`config.mk`:
```
export PLATFORM = sky130hd
export DESIGN_NAME = button_cmd_encoder_flat
export DESIGN_NICKNAME = d
export VERILOG_FILES = /design/src/rtl/button_cmd_encoder_if.sv /design/src/rtl/button_cmd_encoder.sv /design/src/flat_wrapper.sv
export SDC_FILE = /design/constraint.sdc
export NUM_CORES = 1
export LEC_CHECK = 0
export ABC_AREA = 0
export CAP_MARGIN = 40
export CORE_MARGIN = 4
export CORE_UTILIZATION = 46
export CTS_CLUSTER_DIAMETER = 150
export CTS_CLUSTER_SIZE = 12
export DETAILED_ROUTE_END_ITERATION = 12
export GPL_TIMING_DRIVEN = 0
export PLACE_DENSITY = 0.7
export SKIP_CTS_REPAIR_TIMING = 1
export SLEW_MARGIN = 10
export SYNTH_ARGS = -nofsm -noshare
export SYNTH_HDL_FRONTEND = slang
export SYNTH_SLANG_ARGS = --single-unit
```
`constraint.sdc`:
```
create_clock -name clk -period 3.95 [get_ports clk]
set_clock_uncertainty 0.15 [all_clocks]
set_input_delay 0.79 -clock clk [delete_from_list [all_inputs] [get_ports clk]]
set_output_delay 0.79 -clock clk [all_outputs]
set_load 0.03 [all_outputs]
```
`src/rtl/button_cmd_encoder_if.sv`:
```
// Byte stream handshake between the button encoder and a UART transmitter.
// The encoder drives master; the transmitter side uses slave.
interface button_cmd_encoder_if;
    logic       tx_valid;
    logic       tx_ready;
    logic [7:0] tx_data;

    modport master (
        output tx_valid,
        output tx_data,
        input  tx_ready
    );

    modport slave (
        input  tx_valid,
        input  tx_data,
        output tx_ready
    );
endinterface

```
`src/rtl/button_cmd_encoder.sv`:
```
// Turns rising edges on four debounced buttons into command bytes,
// queued lowest-index first through a small FIFO towards a UART.
module button_cmd_encoder #(
    parameter logic [7:0] CODE_BASE  = 8'h30,
    parameter int         FIFO_DEPTH = 4
) (
    input  logic                 clk,
    input  logic                 rst_n,
    input  logic [3:0]           buttons,
    input  logic                 clr_ovf,
    button_cmd_encoder_if.master tx,
    output logic                 overflow
);
    localparam int PW = (FIFO_DEPTH > 1) ? $clog2(FIFO_DEPTH) : 1;
    localparam int CW = PW + 1;

    logic [3:0]    prev;
    logic [3:0]    pending;
    logic          armed;
    logic [PW-1:0] wptr;
    logic [PW-1:0] rptr;
    logic [CW-1:0] count;
    logic [7:0]    mem [FIFO_DEPTH];

    logic [3:0] rise;
    logic [3:0] sel;
    logic [3:0] clr;
    logic [1:0] idx;
    logic       found;
    logic       full;
    logic       push;
    logic       pop;
    logic       ovf_set;
    logic [7:0] code;

    // armed stays low for the first edge after reset so a held button
    // only loads prev and must be released before it can fire
    assign rise = armed ? (buttons & ~prev) : 4'b0000;

    always_comb begin
        sel   = 4'b0000;
        idx   = 2'd0;
        found = 1'b0;
        for (int i = 0; i < 4; i++) begin
            if (pending[i] && !found) begin
                sel[i] = 1'b1;
                idx    = 2'(i);
                found  = 1'b1;
            end
        end
    end

    assign full    = (count == CW'(FIFO_DEPTH));
    assign push    = found && !full;
    assign pop     = (count != '0) && tx.tx_ready;
    assign clr     = push ? sel : 4'b0000;
    assign ovf_set = |(rise & pending & ~clr);
    assign code    = CODE_BASE + 8'(idx);

    assign tx.tx_valid = (count != '0);
    assign tx.tx_data  = (count != '0) ? mem[rptr] : 8'h00;

    always_ff @(posedge clk or negedge rst_n) begin
        if (!rst_n) begin
            prev     <= 4'b0000;
            pending  <= 4'b0000;
            armed    <= 1'b0;
            overflow <= 1'b0;
        end else begin
            prev     <= buttons;
            armed    <= 1'b1;
            pending  <= (pending & ~clr) | rise;
            if (ovf_set) begin
                overflow <= 1'b1;
            end else if (clr_ovf) begin
                overflow <= 1'b0;
            end
        end
    end

    always_ff @(posedge clk or negedge rst_n) begin
        if (!rst_n) begin
            wptr  <= '0;
            rptr  <= '0;
            count <= '0;
        end else begin
            if (push) begin
                wptr <= wptr + PW'(1);
            end
            if (pop) begin
                rptr <= rptr + PW'(1);
            end
            unique case ({push, pop})
                2'b10:   count <= count + CW'(1);
                2'b01:   count <= count - CW'(1);
                default: count <= count;
            endcase
        end
    end

    // storage needs no reset: tx_data is masked while the FIFO is empty
    always_ff @(posedge clk) begin
        if (push) begin
            mem[wptr] <= code;
        end
    end
endmodule

```
`src/flat_wrapper.sv`:
```
// flat-port wrapper written by rule: the top's interface ports become plain ports
module button_cmd_encoder_flat 
#(
    parameter logic [7:0] CODE_BASE  = 8'h30,
    parameter int         FIFO_DEPTH = 4
)
  (clk, rst_n, buttons, clr_ovf, overflow, tx_tx_valid, tx_tx_data, tx_tx_ready);
  button_cmd_encoder_if tx_i ();
  input  logic clk;
  input  logic rst_n;
  input  logic [3:0] buttons;
  input  logic clr_ovf;
  output logic overflow;
  output wire logic [$bits(tx_i.tx_valid)-1:0] tx_tx_valid;
  output wire logic [$bits(tx_i.tx_data)-1:0] tx_tx_data;
  input wire logic [$bits(tx_i.tx_ready)-1:0] tx_tx_ready;
  assign tx_tx_valid = tx_i.tx_valid;
  assign tx_tx_data = tx_i.tx_data;
  assign tx_i.tx_ready = tx_tx_ready;
  button_cmd_encoder #(.CODE_BASE(CODE_BASE), .FIFO_DEPTH(FIFO_DEPTH)) u_core (.clk(clk), .rst_n(rst_n), .buttons(buttons), .clr_ovf(clr_ovf), .tx(tx_i), .overflow(overflow));
endmodule
```
==> results of run 1 <==
## final cells by class
type	count	area, µm²	share of cell area, %
clock inverter	1	7.51	0.540
buffer	6	45.0	3.24
multi-input combinational	57	448	32.2
inverter	9	33.8	2.43
sequential	25	666	47.9
clock buffer	3	22.5	1.62
timing repair buffer	13	130	9.36
tap	30	37.5	2.70
## path summary, 6_finish.rpt
path | start | to | slack (ns) | cells after the start
min in group asynchronous | rst_n | u_core.wptr[1]$_DFFE_PN0P_ | 0.75 | 1
worst min register to register | u_core.count[2]$_DFFE_PN0P_ | u_core.count[2]$_DFFE_PN0P_ | 0.36 | 1
worst max register to register | u_core.count[1]$_DFFE_PN0P_ | u_core.count[2]$_DFFE_PN0P_ | 1.64 | 9
worst min-delay path | u_core.count[2]$_DFFE_PN0P_ | u_core.count[2]$_DFFE_PN0P_ | 0.36 | 1
worst max-delay path | u_core.rptr[0]$_DFFE_PN0P_ | tx_tx_data[1] | 0.92 | 3
max in group asynchronous | rst_n | u_core.count[2]$_DFFE_PN0P_ | 2.43 | 1
## state kept, by name, summed over array words and instances (netlist names)
| signal | cells |
|---|---|
| u_core.count | 3 |
| u_core.overflow | 1 |
| u_core.prev | 4 |
| u_core.wptr | 2 |
| u_core.pending | 4 |
| u_core.armed | 1 |
| u_core.rptr | 2 |
| u_core.mem | 8 |
## worst register-to-register path, delay by kind of cell (launching register included)
kind	cells	cell delay, ns
buf+inv	2	0.15
xor+xnor	2	0.30
flops	1	0.44
simple gates	2	0.52
fa+ha+maj	2	0.55
compound gates	1	0.15
## kinds of logic (layout without fill, tap and decap cells)
family,Yosys count,in the layout,share of synthesized area (%)
AND/OR/NAND/NOR,26,26,13.3
XOR/XNOR,6,6,4.45
flip-flops,25,25,56.4
buffers and inverters,15,32,6.67
adder cells (fa/ha/maj),6,6,6.99
multiplexers,3,3,4.66
AO/OA/AOI/OAI,11,11,6.89
other,2,5,0.636
## metal layers
layer | up-vias | track usage [%] | routed length (µm)
li1 | 348 | - | -
met1 | 328 | 13.5 | 700
met2 | 21 | 22.2 | 946
met3 | 4 | 2.85 | 115
met4 | 0 | 7.12 | 36
met5 | - | 0 | 0
## where the power goes
| group | switching [mW] | internal (mW) | total (mW) |
|---|---|---|---|
| Clock | 0.0773 | 0.0387 | 0.116 |
| Sequential | 0.0593 | 0.351 | 0.410 |
| Combinational | 0.222 | 0.206 | 0.428 |
## through the flow
stage	std cells	area (µm²)	utilization, %	worst slack, ns	hold WS, ns
2_1_floorplan	97	1190	-	1.83	0.304
3_3_place_gp	140	1360	55.4	1.31	0.320
3_5_place_dp	140	1360	55.4	1.28	0.343
4_1_cts	144	1390	56.6	0.899	0.361
5_1_grt	144	1390	56.6	0.835	0.362
6_report	144	1390	56.6	0.924	0.356
## cell usage in the layout, fill, tap and decap left out, drive strengths merged, types with 2 or more instances in the layout
cell type      synthesis  final
a32o                   2      2
nor3                   2      2
xor2                   3      3
nand2                  6      6
clkbuf                 0      3
o21ai                  4      4
clkdlybuf4s50          0     13
mux4                   2      2
xnor2                  3      3
edfxtp                 8      8
nor2                   5      5
dfrtp                 17     17
a21oi                  2      2
conb                   2      5
and2                   7      7
inv                    9      9
buf                    6      6
ha                     5      5
==> metrics.md, run 1 <==
| Metric | Value |
|---|---|
| Fmax | between 300 and 400 MHz |
| Gr usage total | between 10% and 20% |
| Status | finished clean |
| Initial core utilization | just under 50% |
| Initial antenna violation count | 0 |
| Gpl congestion | 0.852 |
| Vias in the first global route | between 700 and 800 |
| Commonest cells in the synthesized netlist | 17 x dfrtp_1, 9 x inv_1, 8 x edfxtp_1 |
| Cells after Synth | 94 |
| Clock network latency to the later pin of the worst-skew pair | about 0.32 ns |
| Detailed Routing Iterations Pass 1 | 4 |
| Layout area overhead | 17.7% |
| Area leader, netlist | dfrtp_1 |
| Core box area | approximately 2500 µm² |
| Drt total wl | 1800 µm |
| DP Wirelength | 1410 µm |
| CTS tree | yes |
| Buf/Inv on CP | 1 |
| CP Launch Type | flip-flop |
| Crit path max-delay family | buffers and inverters |
| PwrDens | about 690 nW/µm² |
| Die Footprint | 3440 µm² |
| Post-synth EDFFs | 8 |
| Relative slew slack | 49.2% |
| Layout cells sized above 1 | between 10% and 20% |
| Setup TNS | 0 ns |
| Rows | 18 |
| Root Driver | clkbuf_4 |
| Synth top area cells | dfrtp_1 36%, edfxtp_1 20%, ha_1 5.3% |
| Final worst path period need | about 3.0 ns |
| Total Power | about 950 µW |
| Slowest CP cell | clkdlybuf4s50_1 |
| Clock Sinks | 25 |
| Synth warn | 0 |
| Worst slew pin tran | between 0.7 and 0.8 ns |
| Die height | 58.7 µm |
| Final Hold Fails | 0 |
| Hold Crit Class | reg -> reg |
| DRT iter0 DRCs | 6 |
| H-tree Lvls | 1 |
| Largest net degree at the start of global routing | 18 |
| Distinct cells, synth | 31 |
| Worst path max stage delay | approximately 0.58 ns |
| Drt wl/cell | roughly 12 µm |
| Vias | approximately 700 |
| Final ANT Viol Nets | 0 |
| CP endpoint kind | primary output |
| Main synth FF type | dfrtp_1 |
| Die width | between 50 and 60 µm |
| Clock input transition at the sequential cells of the worst setup and hold paths | about 0.13 ns |
| RSZ-0062 raised after global routing | false |
| Ant. Diodes | 0 |
| Cell area after synthesis | around 1200 µm² |
| Register area share after synthesis | 56.4% |
| Share of the synthesized area in the top cell type | 36.0% |
| Final period util | roughly three quarters |
| Crit-path cells | mux4_2, and2_1, clkdlybuf4s50_1 |
| CP Max Fanout | 4 |
| I/O Pins | 18 |
| Crit path kind | reg -> out |
| First-pass GRT wire length | around 3200 µm |
| # port buffers | 13 |
| CTS buffer count | 3 |
| Clock Path Buffers | 2 |
| Peak supply drop | 0.401 mV |
| Vias/cell | around 4.9 |
| Seq cells post-synth | 25 |
| Crit path required time | around 3.0 ns |
| GRT Residual Overflow | 0 |
| Max-cap violations | 0 |
| Most common cell in the synthesized netlist | dfrtp_1 |
| Lkg Pwr | 0.605 nW |
| Worst Path Arrival | around 2.1 ns |
| Post-layout nets | between 100 and 150 |
| Filler cell count | 220 |
| Final setup violation count | 0 |
| Syn Area/Cell | between 10 and 15 µm² |
| # DRC | 0 |
| Ys async rst share | ~70% |
| Max-slew violation count | 0 |
Power figures use the tool's default switching activity.
==> run 2: changes to the inputs <==
Settings changed: PLACE_DENSITY 0.7 to 0.72.
Clock period 3.95 ns to 2.6 ns, I/O delays scaled along.
==> run 2 against run 1 <==
Wire length is 5.5% lower. Cell count unchanged. Die area stayed put. Register-to-register slack got worse by 1.4 ns. Utilization rose by 0.31 points. Design area rose by 0.54%. Non-clock buffer count unchanged. Clock power up 41%. Clock-buffer cell count is 1 higher. Sequential power increased by 51%. Critical path depth is 1 lower.
==> metrics.md, run 2 (synthesis results as in run 1) <==
| Metric | Value |
|---|---|
| Most flops, register | u_core.mem |
| Gpl congestion | ~0.81 |
| Die height | 58.7 µm |
| I/O Pins | 18 |
| Reg power frac | about 44% |
| Final ANT Viol Nets | 0 |
| Final worst path period need | around 2.4 ns |
| R2r setup slk | approximately 0.25 ns |
| Regs by FF count | u_core.mem (8), u_core.pending (4), u_core.prev (4) |
| Setup TNS | 0 ns |
| Post-layout nets | between 100 and 150 |
| Vias in the first global route | 698 |
| Final period util | a little over nine tenths |
| Lkg Pwr | between 0.6 and 0.7 nW |
| RSZ-0062 raised after global routing | false |
| Peak supply drop | slightly above 0.7 mV |
| Placed Area | ~1400 µm² |
| Final setup violation count | 0 |
| Final Hold Fails | 0 |
| Initial antenna violation count | 0 |
| Commonest non-fill, non-tap cells in the layout | 16 x dfrtp_1, 9 x inv_1, 9 x clkdlybuf4s50_1, 8 x edfxtp_1 |
| H-tree Lvls | 1 |
| Clock Sinks | 25 |
| Crit path kind | reg -> out |
| Final cell count without fillers | around 140 |
| Worst Path Arrival | roughly 1.8 ns |
| Status | finished clean |
| Detailed Routing Iterations Pass 1 | 2 |
| Gr usage total | ~11% |
| Placed Instances | 140 |
| Sw frac | 36.6% |
| Layout area overhead | 18.3% |
| CP endpoint kind | primary output |
| Drt wl/cell | 11.8 µm |
| Die Footprint | roughly 3400 µm² |
| Gate power share | around 45% |
| Relative slew slack | between 40% and 50% |
| Switching pwr | 522 µW |
| # port buffers | 13 |
| CP Max Fanout | 6 |
| First-pass GRT wire length | approximately 2800 µm |
| DRT iter0 DRCs | 13 |
| Initial core utilization | between 40% and 50% |
| Root Driver | clkbuf_4 |
| CTS tree | yes |
| Vias | slightly above 700 |
| PwrDens | a little over 1000 nW/µm² |
| DP Wirelength | 1320 µm |
| Crit path required time | between 1.5 and 2 ns |
| Drt total wl | around 1700 µm |
| Clk network pwr share | between 10% and 20% |
| Hold Crit Class | reg -> reg |
| Clock Path Buffers | 2 |
| Filler cell count | approximately 210 |
| Rows | 18 |
| Ant. Diodes | 0 |
| Worst slew pin tran | approximately 0.78 ns |
| CP Launch Type | flip-flop |
| Fin area | ~1400 µm² |
| Int Pwr | 902 µW |
| Commonest non-fill, non-tap cell in the layout | dfrtp_1 |
| Layout cells sized above 1 | between 10% and 20% |
| Vias/cell | a little under 5 |
| Number of flip-flops in the largest register | 8 |
| Max-slew violation count | 0 |
| Max-cap violations | 0 |
| Largest net degree at the start of global routing | 18 |
| Dpl ws | between 0.2 and 0.25 ns |
| # DRC | 0 |
| Fmax | around 410 MHz |
| Core box area | between 2000 and 2500 µm² |
| Clock input transition at the sequential cells of the worst setup and hold paths | ~0.13 ns |
| Worst setup margin | 0.154 ns |
| GRT Residual Overflow | 0 |
| Clock network latency to the later pin of the worst-skew pair | 0.31 ns |
| Die width | 58.7 µm |
| CTS buffer count | 3 |
==> run 2: cell types whose count changed in the layout (fill, tap and decap cells not counted) <==
cell,delta
clkbuf_1,+1
dfrtp_2,+1
clkdlybuf4s50_1,-4
dlymetal6s2s_1,+4
dfrtp_1,-1
clkinvlp_4,-1
==> run 2: power groups by stage <==
stage | registers, mW | clock network (mW) | logic (mW)
floorplan | 0.614 | 0 | 0.481
global placement | 0.624 | 0 | 0.633
detailed placement | 0.631 | 0 | 0.656
CTS | 0.622 | 0.173 | 0.658
global route | 0.637 | 0.188 | 0.710
finish | 0.621 | 0.164 | 0.639
==> run 2: worst paths after layout <==
kind / end / cells after the start / start
setup reg to reg: u_core.count[2]$_DFFE_PN0P_ / 9 / u_core.count[0]$_DFFE_PN0P_
hold / removal: u_core.count[2]$_DFFE_PN0P_ / 1 / u_core.count[2]$_DFFE_PN0P_
max in group asynchronous: u_core.rptr[0]$_DFFE_PN0P_ / 1 / rst_n
setup / recovery: tx_tx_valid / 2 / u_core.count[0]$_DFFE_PN0P_
hold reg to reg: u_core.count[2]$_DFFE_PN0P_ / 1 / u_core.count[2]$_DFFE_PN0P_
min in group asynchronous: u_core.rptr[1]$_DFFE_PN0P_ / 1 / rst_n
==> run 2: final cells by class <==
cell class	instances	area, µm²	share of cell area (%)
Sequential cell	25	667	47.7
Multi-Input combinational cell	57	448	32.1
Timing Repair Buffer	13	140	10.0
Buffer	6	45.0	3.22
Tap cell	30	37.5	2.69
Inverter	9	33.8	2.42
Clock buffer	4	26.3	1.88
==> run 2: metal layers <==
| metal | vias up | GRT usage, % | share of wire (%) |
|---|---|---|---|
| met5 | - | 0 | 0 |
| met1 | 332 | 13.4 | 42 |
| met2 | 21 | 18.5 | 48 |
| li1 | 349 | - | - |
| met4 | 0 | 5.83 | 1.9 |
| met3 | 4 | 2.19 | 7.7 |
==> run 2: through the flow <==
step	hold slack (ns)	power, mW	utilization, %
2_1_floorplan	0.0744	1.10	-
3_3_place_gp	0.320	1.26	55.4
3_5_place_dp	0.331	1.29	55.4
4_1_cts	0.348	1.45	56.5
5_1_grt	0.355	1.54	56.9
6_report	0.339	1.42	56.9
==> run 2: worst max-delay path, stage by stage, from the launching register on <==
cell	delay (ns)
dfrtp_1	0.45
or3_4	0.41
clkdlybuf4s50_1	0.60
